### config.mk
export PLATFORM = sky130hd
export DESIGN_NAME = uart_rx_flat
export DESIGN_NICKNAME = d
export VERILOG_FILES = /design/src/rtl/uart_rx_if.sv /design/src/rtl/uart_rx.sv /design/src/flat_wrapper.sv
export SDC_FILE = /design/constraint.sdc
export NUM_CORES = 1
export LEC_CHECK = 0
export ABC_AREA = 1
export BUFFER_PORTS_ARGS = -buffer_cell sky130_fd_sc_hd__clkbuf_2
export CORE_UTILIZATION = 30
export CTS_BUF_LIST = sky130_fd_sc_hd__clkbuf_8
export CTS_CLUSTER_SIZE = 10
export DETAILED_ROUTE_END_ITERATION = 8
export PLACE_DENSITY = 0.54
export REMOVE_ABC_BUFFERS = 1
export SYNTH_ARGS = -nofsm -noshare
export SYNTH_HDL_FRONTEND = slang
export SYNTH_SLANG_ARGS = --single-unit
### constraint.sdc
create_clock -name clk -period 3 [get_ports clk]
set_input_delay 0.15 -clock clk [delete_from_list [all_inputs] [get_ports clk]]
set_output_delay 0.15 -clock clk [all_outputs]
set_load 0.01 [all_outputs]
### src/rtl/uart_rx_if.sv
// Serial-receive bundle: the raw line plus the parallel byte, its strobes
// and the busy flag. The receiver takes the master view; whatever consumes
// the bytes (and drives the line in a bench) takes the slave view.
interface uart_rx_if;
    logic       rx;
    logic [7:0] data;
    logic       valid;
    logic       frame_err;
    logic       busy;

    modport master (
        input  rx,
        output data,
        output valid,
        output frame_err,
        output busy
    );

    modport slave (
        output rx,
        input  data,
        input  valid,
        input  frame_err,
        input  busy
    );
endinterface

### src/rtl/uart_rx.sv
// 8N1 UART receiver. The serial line is double-flopped into rx_s and every
// decision is taken on rx_s. A start edge seen in IDLE arms a half-bit wait,
// after which the start bit is re-checked (rejecting glitches), then eight
// data bits and the stop bit are sampled one bit period apart, near the
// middle of each bit. A good stop publishes the byte with a one-cycle valid
// strobe; a low stop raises a one-cycle frame_err and the receiver then
// waits for the line to go high before it will look for a new start.
//
// The FSM returns to IDLE right at the stop-bit sample point, i.e. mid-way
// through the stop bit, so a following start edge exactly one stop bit
// later is caught without any extra idle time on the line.
module uart_rx #(
    parameter int unsigned DIVIDER = 6,   // system clocks per bit, >= 4
    parameter int unsigned CNT_W   = 16   // 2**CNT_W must exceed DIVIDER
) (
    input  logic      clk,
    input  logic      rst,
    uart_rx_if.master bus
);

    typedef enum logic [2:0] {
        IDLE      = 3'd0,
        START     = 3'd1,
        DATA      = 3'd2,
        STOP      = 3'd3,
        WAIT_HIGH = 3'd4
    } state_t;

    // Counter reload values: the counter counts down to zero and the line is
    // sampled in the cycle it reads zero, so a wait of N cycles loads N-1.
    localparam logic [CNT_W-1:0] HALF_LOAD = CNT_W'(DIVIDER / 2 - 1);
    localparam logic [CNT_W-1:0] BIT_LOAD  = CNT_W'(DIVIDER - 1);
    localparam logic [CNT_W-1:0] CNT_ZERO  = CNT_W'(0);
    localparam logic [CNT_W-1:0] CNT_ONE   = CNT_W'(1);

    logic             sync1_q;
    logic             sync2_q;
    logic             rx_s;

    state_t           state_q;
    logic [CNT_W-1:0] cnt_q;
    logic [2:0]       idx_q;
    logic [7:0]       shift_q;
    logic [7:0]       data_q;
    logic             valid_q;
    logic             frame_err_q;
    logic             busy_q;

    logic             cnt_done_s;

    assign rx_s       = sync2_q;
    assign cnt_done_s = (cnt_q == CNT_ZERO);

    // Two-flop synchronizer for the asynchronous line; resets to idle-high.
    always_ff @(posedge clk) begin
        if (rst) begin
            sync1_q <= 1'b1;
            sync2_q <= 1'b1;
        end else begin
            sync1_q <= bus.rx;
            sync2_q <= sync1_q;
        end
    end

    // Receive FSM with bit timer, shift register and registered outputs.
    always_ff @(posedge clk) begin
        if (rst) begin
            state_q     <= IDLE;
            cnt_q       <= CNT_ZERO;
            idx_q       <= 3'd0;
            shift_q     <= 8'h00;
            data_q      <= 8'h00;
            valid_q     <= 1'b0;
            frame_err_q <= 1'b0;
            busy_q      <= 1'b0;
        end else begin
            // Strobes are single-cycle unless a branch below raises them.
            valid_q     <= 1'b0;
            frame_err_q <= 1'b0;

            case (state_q)
                IDLE: begin
                    if (!rx_s) begin
                        // t0: falling edge seen, wait half a bit.
                        state_q <= START;
                        cnt_q   <= HALF_LOAD;
                        busy_q  <= 1'b1;
                    end else begin
                        state_q <= IDLE;
                        busy_q  <= 1'b0;
                    end
                end

                START: begin
                    if (cnt_done_s) begin
                        if (!rx_s) begin
                            // Start bit confirmed at its middle.
                            state_q <= DATA;
                            idx_q   <= 3'd0;
                            cnt_q   <= BIT_LOAD;
                            busy_q  <= 1'b1;
                        end else begin
                            // Line already back high: glitch, not a frame.
                            state_q <= IDLE;
                            cnt_q   <= CNT_ZERO;
                            busy_q  <= 1'b0;
                        end
                    end else begin
                        cnt_q <= cnt_q - CNT_ONE;
                    end
                end

                DATA: begin
                    if (cnt_done_s) begin
                        // LSB arrives first, so shift in from the top.
                        shift_q <= {rx_s, shift_q[7:1]};
                        cnt_q   <= BIT_LOAD;
                        if (idx_q == 3'd7) begin
                            state_q <= STOP;
                            idx_q   <= 3'd0;
                        end else begin
                            state_q <= DATA;
                            idx_q   <= idx_q + 3'd1;
                        end
                    end else begin
                        cnt_q <= cnt_q - CNT_ONE;
                    end
                end

                STOP: begin
                    if (cnt_done_s) begin
                        cnt_q <= CNT_ZERO;
                        if (rx_s) begin
                            // Good frame: publish and re-arm mid stop bit.
                            data_q  <= shift_q;
                            valid_q <= 1'b1;
                            state_q <= IDLE;
                            busy_q  <= 1'b0;
                        end else begin
                            // Framing error: keep old data, wait for idle.
                            frame_err_q <= 1'b1;
                            state_q     <= WAIT_HIGH;
                            busy_q      <= 1'b1;
                        end
                    end else begin
                        cnt_q <= cnt_q - CNT_ONE;
                    end
                end

                WAIT_HIGH: begin
                    // A break or stuck-low line must not look like a start.
                    if (rx_s) begin
                        state_q <= IDLE;
                        busy_q  <= 1'b0;
                    end else begin
                        state_q <= WAIT_HIGH;
                        busy_q  <= 1'b1;
                    end
                end

                default: begin
                    state_q <= IDLE;
                    cnt_q   <= CNT_ZERO;
                    idx_q   <= 3'd0;
                    busy_q  <= 1'b0;
                end
            endcase
        end
    end

    assign bus.data      = data_q;
    assign bus.valid     = valid_q;
    assign bus.frame_err = frame_err_q;
    assign bus.busy      = busy_q;

endmodule

### src/flat_wrapper.sv
// flat-port wrapper written by rule: the top's interface ports become plain ports
module uart_rx_flat 
#(
    parameter int unsigned DIVIDER = 6,                                 
    parameter int unsigned CNT_W   = 16                                  
)
  (clk, rst, bus_rx, bus_data, bus_valid, bus_frame_err, bus_busy);
  uart_rx_if bus_i ();
  input  logic clk;
  input  logic rst;
  input wire logic [$bits(bus_i.rx)-1:0] bus_rx;
  output wire logic [$bits(bus_i.data)-1:0] bus_data;
  output wire logic [$bits(bus_i.valid)-1:0] bus_valid;
  output wire logic [$bits(bus_i.frame_err)-1:0] bus_frame_err;
  output wire logic [$bits(bus_i.busy)-1:0] bus_busy;
  assign bus_i.rx = bus_rx;
  assign bus_data = bus_i.data;
  assign bus_valid = bus_i.valid;
  assign bus_frame_err = bus_i.frame_err;
  assign bus_busy = bus_i.busy;
  uart_rx #(.DIVIDER(DIVIDER), .CNT_W(CNT_W)) u_core (.clk(clk), .rst(rst), .bus(bus_i));
endmodule
## After elaboration in Yosys (flattened, before gate mapping)

Index checks and enable logic that the tools add are counted.

| word-level totals | value |
|---|---|
| register bits | 43 |
| bits in latches | 0 |
| memory bits (writable) | 0 |
| ROM bits | 0 |
| bits of input ports | 3 |
| output and inout bits | 11 |
| memories | 0 |

| cells by class | value |
|---|---|
| add/subtract/negate cells | 2 |
| $mul | 0 |
| div/mod/pow operators | 0 |
| magnitude comparators | 0 |
| equal/unequal tests | 11 |
| shift-type cells | 0 |
| mux-type cells | 23 |
| bitwise operators | 5 |
| reduce and logical (&&, ||, !) cells | 12 |

Operators by type and width:

| operator | count |
|---|---|
| case mux 16 bit (5 select lines) | 1 |
| two-way mux 16 bit | 4 |
| two-way mux 3 bit | 9 |
| zero test 16 bit | 1 |
| subtractor 16 x 1 -> 16 bit, second input constant | 1 |
| case mux 3 bit (5 select lines) | 1 |
| case mux 3 bit (3 select lines) | 1 |
| inequality test 2 x 1 -> 1 bit, second input constant | 4 |
| equality test 3 x 2 -> 1 bit, second input constant | 2 |
| equality test 3 bit, second input constant | 2 |
| AND reduction 2 bit | 3 |
| AND reduction 3 bit | 2 |
| OR reduction 3 bit | 2 |
| two-way mux 1 bit | 5 |
| inverter 1 bit | 5 |
| inequality test 2 bit, second input constant | 2 |
| AND reduction 4 bit | 1 |
| OR reduction 2 bit | 2 |
| adder 3 x 1 -> 3 bit, second input constant | 1 |
| equality test 3 x 1 -> 1 bit, second input constant | 1 |
| zero test 3 bit | 1 |
| case mux 1 bit (3 select lines) | 1 |
| two-way mux 2 bit | 1 |

## Depth between registers and ports, before layout

| depth | value |
|---|---|
| depth in word-level cells | 4 |
| mapped depth | 10 |
| gate-level depth less buffers | 10 |

## Worst setup path after synthesis

No wires, ideal clock.

| timing path | value |
|---|---|
| path kind | register to register |
| start point | reg u_core.cnt_q[0] |
| end point | reg u_core.cnt_q[10] |
| data arrival time | 1.320 ns |
| data required time | 2.878 ns |
| slack | 1.558 ns |
| stages on the path, launching flop included | 10 |
| path buffers | 0 |
| cells stage by stage | dfxtp_1 > inv_1 > ha_1 > nand2_2 > nor2_2 > nand2_2 > o21ai_2 > inv_2 > o21ai_4 > nor2_1 |

| between the ends | value |
|---|---|
| word-level cells in the longest chain between the ends | 3 |
| elaborated cells on any way between the ends | 6 |

Ends and longest elaborated chain:

| element | RTL line | text |
|---|---|---|
| from (decl) | uart_rx.sv:41 | `logic [CNT_W-1:0] cnt_q;` |
| from (signal assigned) | uart_rx.sv:109 | `cnt_q <= cnt_q - CNT_ONE;` |
| from (signal assigned) | uart_rx.sv:126 | `cnt_q <= cnt_q - CNT_ONE;` |
| from (signal assigned) | uart_rx.sv:146 | `cnt_q <= cnt_q - CNT_ONE;` |
| subtractor 16 x 1 -> 16 bit / zero test 16 bit (equally long branches) | -- |  |
| two-way mux 16 bit (on tied branches) | uart_rx.sv:131, uart_rx.sv:95, uart_rx.sv:114 |  |
| case mux 16 bit (5 select lines) * | uart_rx.sv:81 | `case (state_q)` |

Mark *: on every way between the ends. The rest lies on a longest branch, timed or not.
A chain may end at the register's enable or synchronous reset.

## Worst setup path in the final report

| timing path | value |
|---|---|
| start point | reg u_core.cnt_q[0] |
| end point | reg u_core.shift_q[3] |

| between the ends | value |
|---|---|
| word-level cells in the longest chain between the ends | 2 |

Ends and longest elaborated chain:

| element | RTL line | text |
|---|---|---|
| zero test 16 bit | uart_rx.sv:52 | `assign cnt_done_s = (cnt_q == CNT_ZERO);` |
| AND reduction 2 bit (no line) | -- |  |
| to (signal assigned) | uart_rx.sv:116 | `shift_q <= {rx_s, shift_q[7:1]};` |
| to (decl) | uart_rx.sv:43 | `logic [7:0] shift_q;` |

Every way passes these cells.

==> run summary <==
Status = complete, no violations
WL met2 = 1.674 mm
Nature of the critical path endpoint = register
Post-synthesis simple-gate area fraction = 29.69%
Largest cells by area after synthesis = dfxtp_1, nor2_1, nand2_1
Final hold vios = 0
Max incr delay on CP = 0.41 ns
Syn Inst Count = 270
Placed cell area = 2106 um^2
Synth cell types = 30
Max Used Layer = met4
Setup Buffers After CTS = 0
PostCTS Resize Cnt = 0
Die ar. = 6888 um^2
Worst Path Buf+Inv = 1
Warnings from Yosys = 0
Crit-path max FO = 16
Fmax = 0.5501 GHz
Largest delay share family, worst path = simple AND/OR/NAND/NOR gates
Pins Over Slew Limit = 0
Die Ht = 83.00 um
Total leakage power = 0.9170 nW
Reg clk slew, reported paths = 0.09 ns
Hold buffer count at cts = 0
Post-Synthesis Mean Instance Area = 7.289 um^2
Critical path cell sequence = inv_1 -> ha_1 -> nand2_2 -> nor2_1 -> nand3_1 -> o21ai_0 -> a21oi_1
Sequential cell area fraction in the yosys report = 43.74%
Final setup viols = 0
Row cnt = 29
Clock Latency Late Sink = 0.30 ns
Critical R2R Launch = u_core.cnt_q[0]
Hold path cells = 2
Hold path endpoint = u_core.sync1_q
Detailed placement HPWL = 2.612 mm
RSZ-0062 raised after global routing = no
Ratio of cells with drive above 1 in the final layout = 15.73%
Crit Reg-Reg Endpoint = u_core.shift_q[3]
Worst endpoint data arrival time = 2.00 ns
Syn-to-layout area delta = 11.76%
Final Cell Area = 2200 um^2
Library cell with the largest summed area after synthesis = dfxtp_1
Worst path slowest cell = nand3_1
Clk buf depth = 2
Startpoint class of the critical path = register
Commonest non-fill, non-tap cell in the layout = nor2_1
I/O pin total = 14
Synth Area in Compound Gates = 12.78%
All-Layer GR Usage = 11.79%
DR WL/cell = 10.34 um
Wire length of the first global-routing pass = 6.679 mm
P per Cell Area = 1144 nW/um^2
Slew headroom = 54.84%
Reg2reg setup slack = 1.18 ns
Tmin final = 1.818 ns
Final ANT Viol Nets = 0
Total clock sinks = 43
Mux share of post-synthesis cell area = 0%
Ant diodes = 0
CP startpoint = u_core.cnt_q[0]
Routability cong. = 0.7312
First-pass detailed-route iteration total = 4
Total wire length = 3.754 mm
Nets@finish = 291
Clk_skew = 0.009931 ns
CTS H-Tree Depth = 2
VDD IR max = 363.8 uV
CORE AREA = 6350 um^2
Most frequent cells in the layout = nor2_1, nand2_1, dfxtp_1
Fillers = 670
XOR/XNOR share of the synthesized area = 4.895%
WP data required = 3.18 ns
Vias = 1,655
# DRC = 0
Max-cap viol count = 0
Period Utilization, post-route = 60.60%
CP Class = register to register
Congestion Overflow GR = 0
Hold Startpoint = bus_rx
Die width = 83.00 um
Seq cells post-synth = 43
Initial Util = 31.00%
Setup TNS = 0 ns
Area of the mapped netlist = 1968 um^2
Number of CTS-inserted buffers = 5
Reg2reg path depth = 7
Initial antenna violation count = 0
DRT iter0 DRCs = 56
Worst-margin pin slew = 0.6767 ns
WL met1 = 1.935 mm
Clock Tree Root = clkbuf_8
DR vias/cell = 4.559
Port Buf Inserts = 13
Largest net degree at the start of global routing = 24
CTS tree = yes
Hold Crit Class = input pin to register
Vias in the first global route = 1,513
Yosys top cell area share = 43.74%
Largest family of logic cells by synthesized area = simple AND/OR/NAND/NOR gates
Post-synthesis adder-cell area fraction = 1.907%
Wire length on met3 = 86 um
[kinds of logic after synthesis]
group / count (synthesis)
fa+ha+maj: 3
xor+xnor: 11
flops: 43
buf+inv: 35
compound gates: 44
simple gates: 134
[sequential cells by signal (all words and copies together) (netlist names)]
register	count
u_core.cnt_q	16
u_core.bus.data	8
u_core.shift_q	8
u_core.idx_q	3
u_core.state_q	3
u_core.bus.busy	1
u_core.bus.frame_err	1
u_core.bus.valid	1
u_core.rx_s	1
u_core.sync1_q	1
[stage by stage]
stage               hold WS (ns)  std cells  worst slack, ns  total power, W  util, %
floorplan                 0.2191        265            1.472        0.001900        -
global route             0.02077        363           0.8859        0.002775    34.64
global placement          0.3352        355            1.307        0.002131    33.16
CTS                      0.01472        363            1.177        0.002547    34.64
detailed placement        0.3373        355            1.207        0.002148    33.16
finish                   0.01943        363            1.182        0.002517    34.64
[how the worst max path moves through the flow]
stage,endpoint,slack [ns],depth (start not counted)
after floorplan,u_core.shift_q[0],1.47,7
after global placement,u_core.shift_q[4],1.31,7
after detailed placement,u_core.shift_q[3],1.21,7
after CTS,u_core.shift_q[3],1.18,7
after global routing,u_core.shift_q[1],0.89,7
final,u_core.shift_q[3],1.18,7
[cells in the mapped netlist (all sizes together)]
cell type,n
clkinv,1
or2,2
nand4,2
o22ai,1
clkbuf,3
nand3b,1
nor4,1
dfxtp,43
a21oi,21
buf,2
nand3,12
inv,29
nor2,62
xor2,5
ha,3
o21ai,22
nand2,51
xnor2,6
nor3,3
[where the power goes]
part           switching [W]  internal (W)  total [W]
clock               0.000226      0.000167   0.000393
sequential          0.000116      0.000710   0.000826
combinational       0.000834      0.000463    0.00130
[per-layer routing]
| layer | global-route usage [%] | vias to the layer above |
|---|---|---|
| li1 | - | 882 |
| met1 | 15.00 | 749 |
| met2 | 19.30 | 18 |
| met3 | 2.684 | 6 |
| met4 | 4.702 | 0 |
| met5 | 0 | - |
[area by class of cell]
class                   instances  area [um^2]  area share (%)
multi-input cells             192        969.7           44.08
flip-flops and latches         43        860.8           39.14
inverters                      30        113.9           5.176
well taps                      77        96.34           4.380
clock buffers                   5        68.82           3.129
repair buffers                 13        65.06           2.958
clock inverters                 3        25.02           1.138
Power figures use the tool's default switching activity.
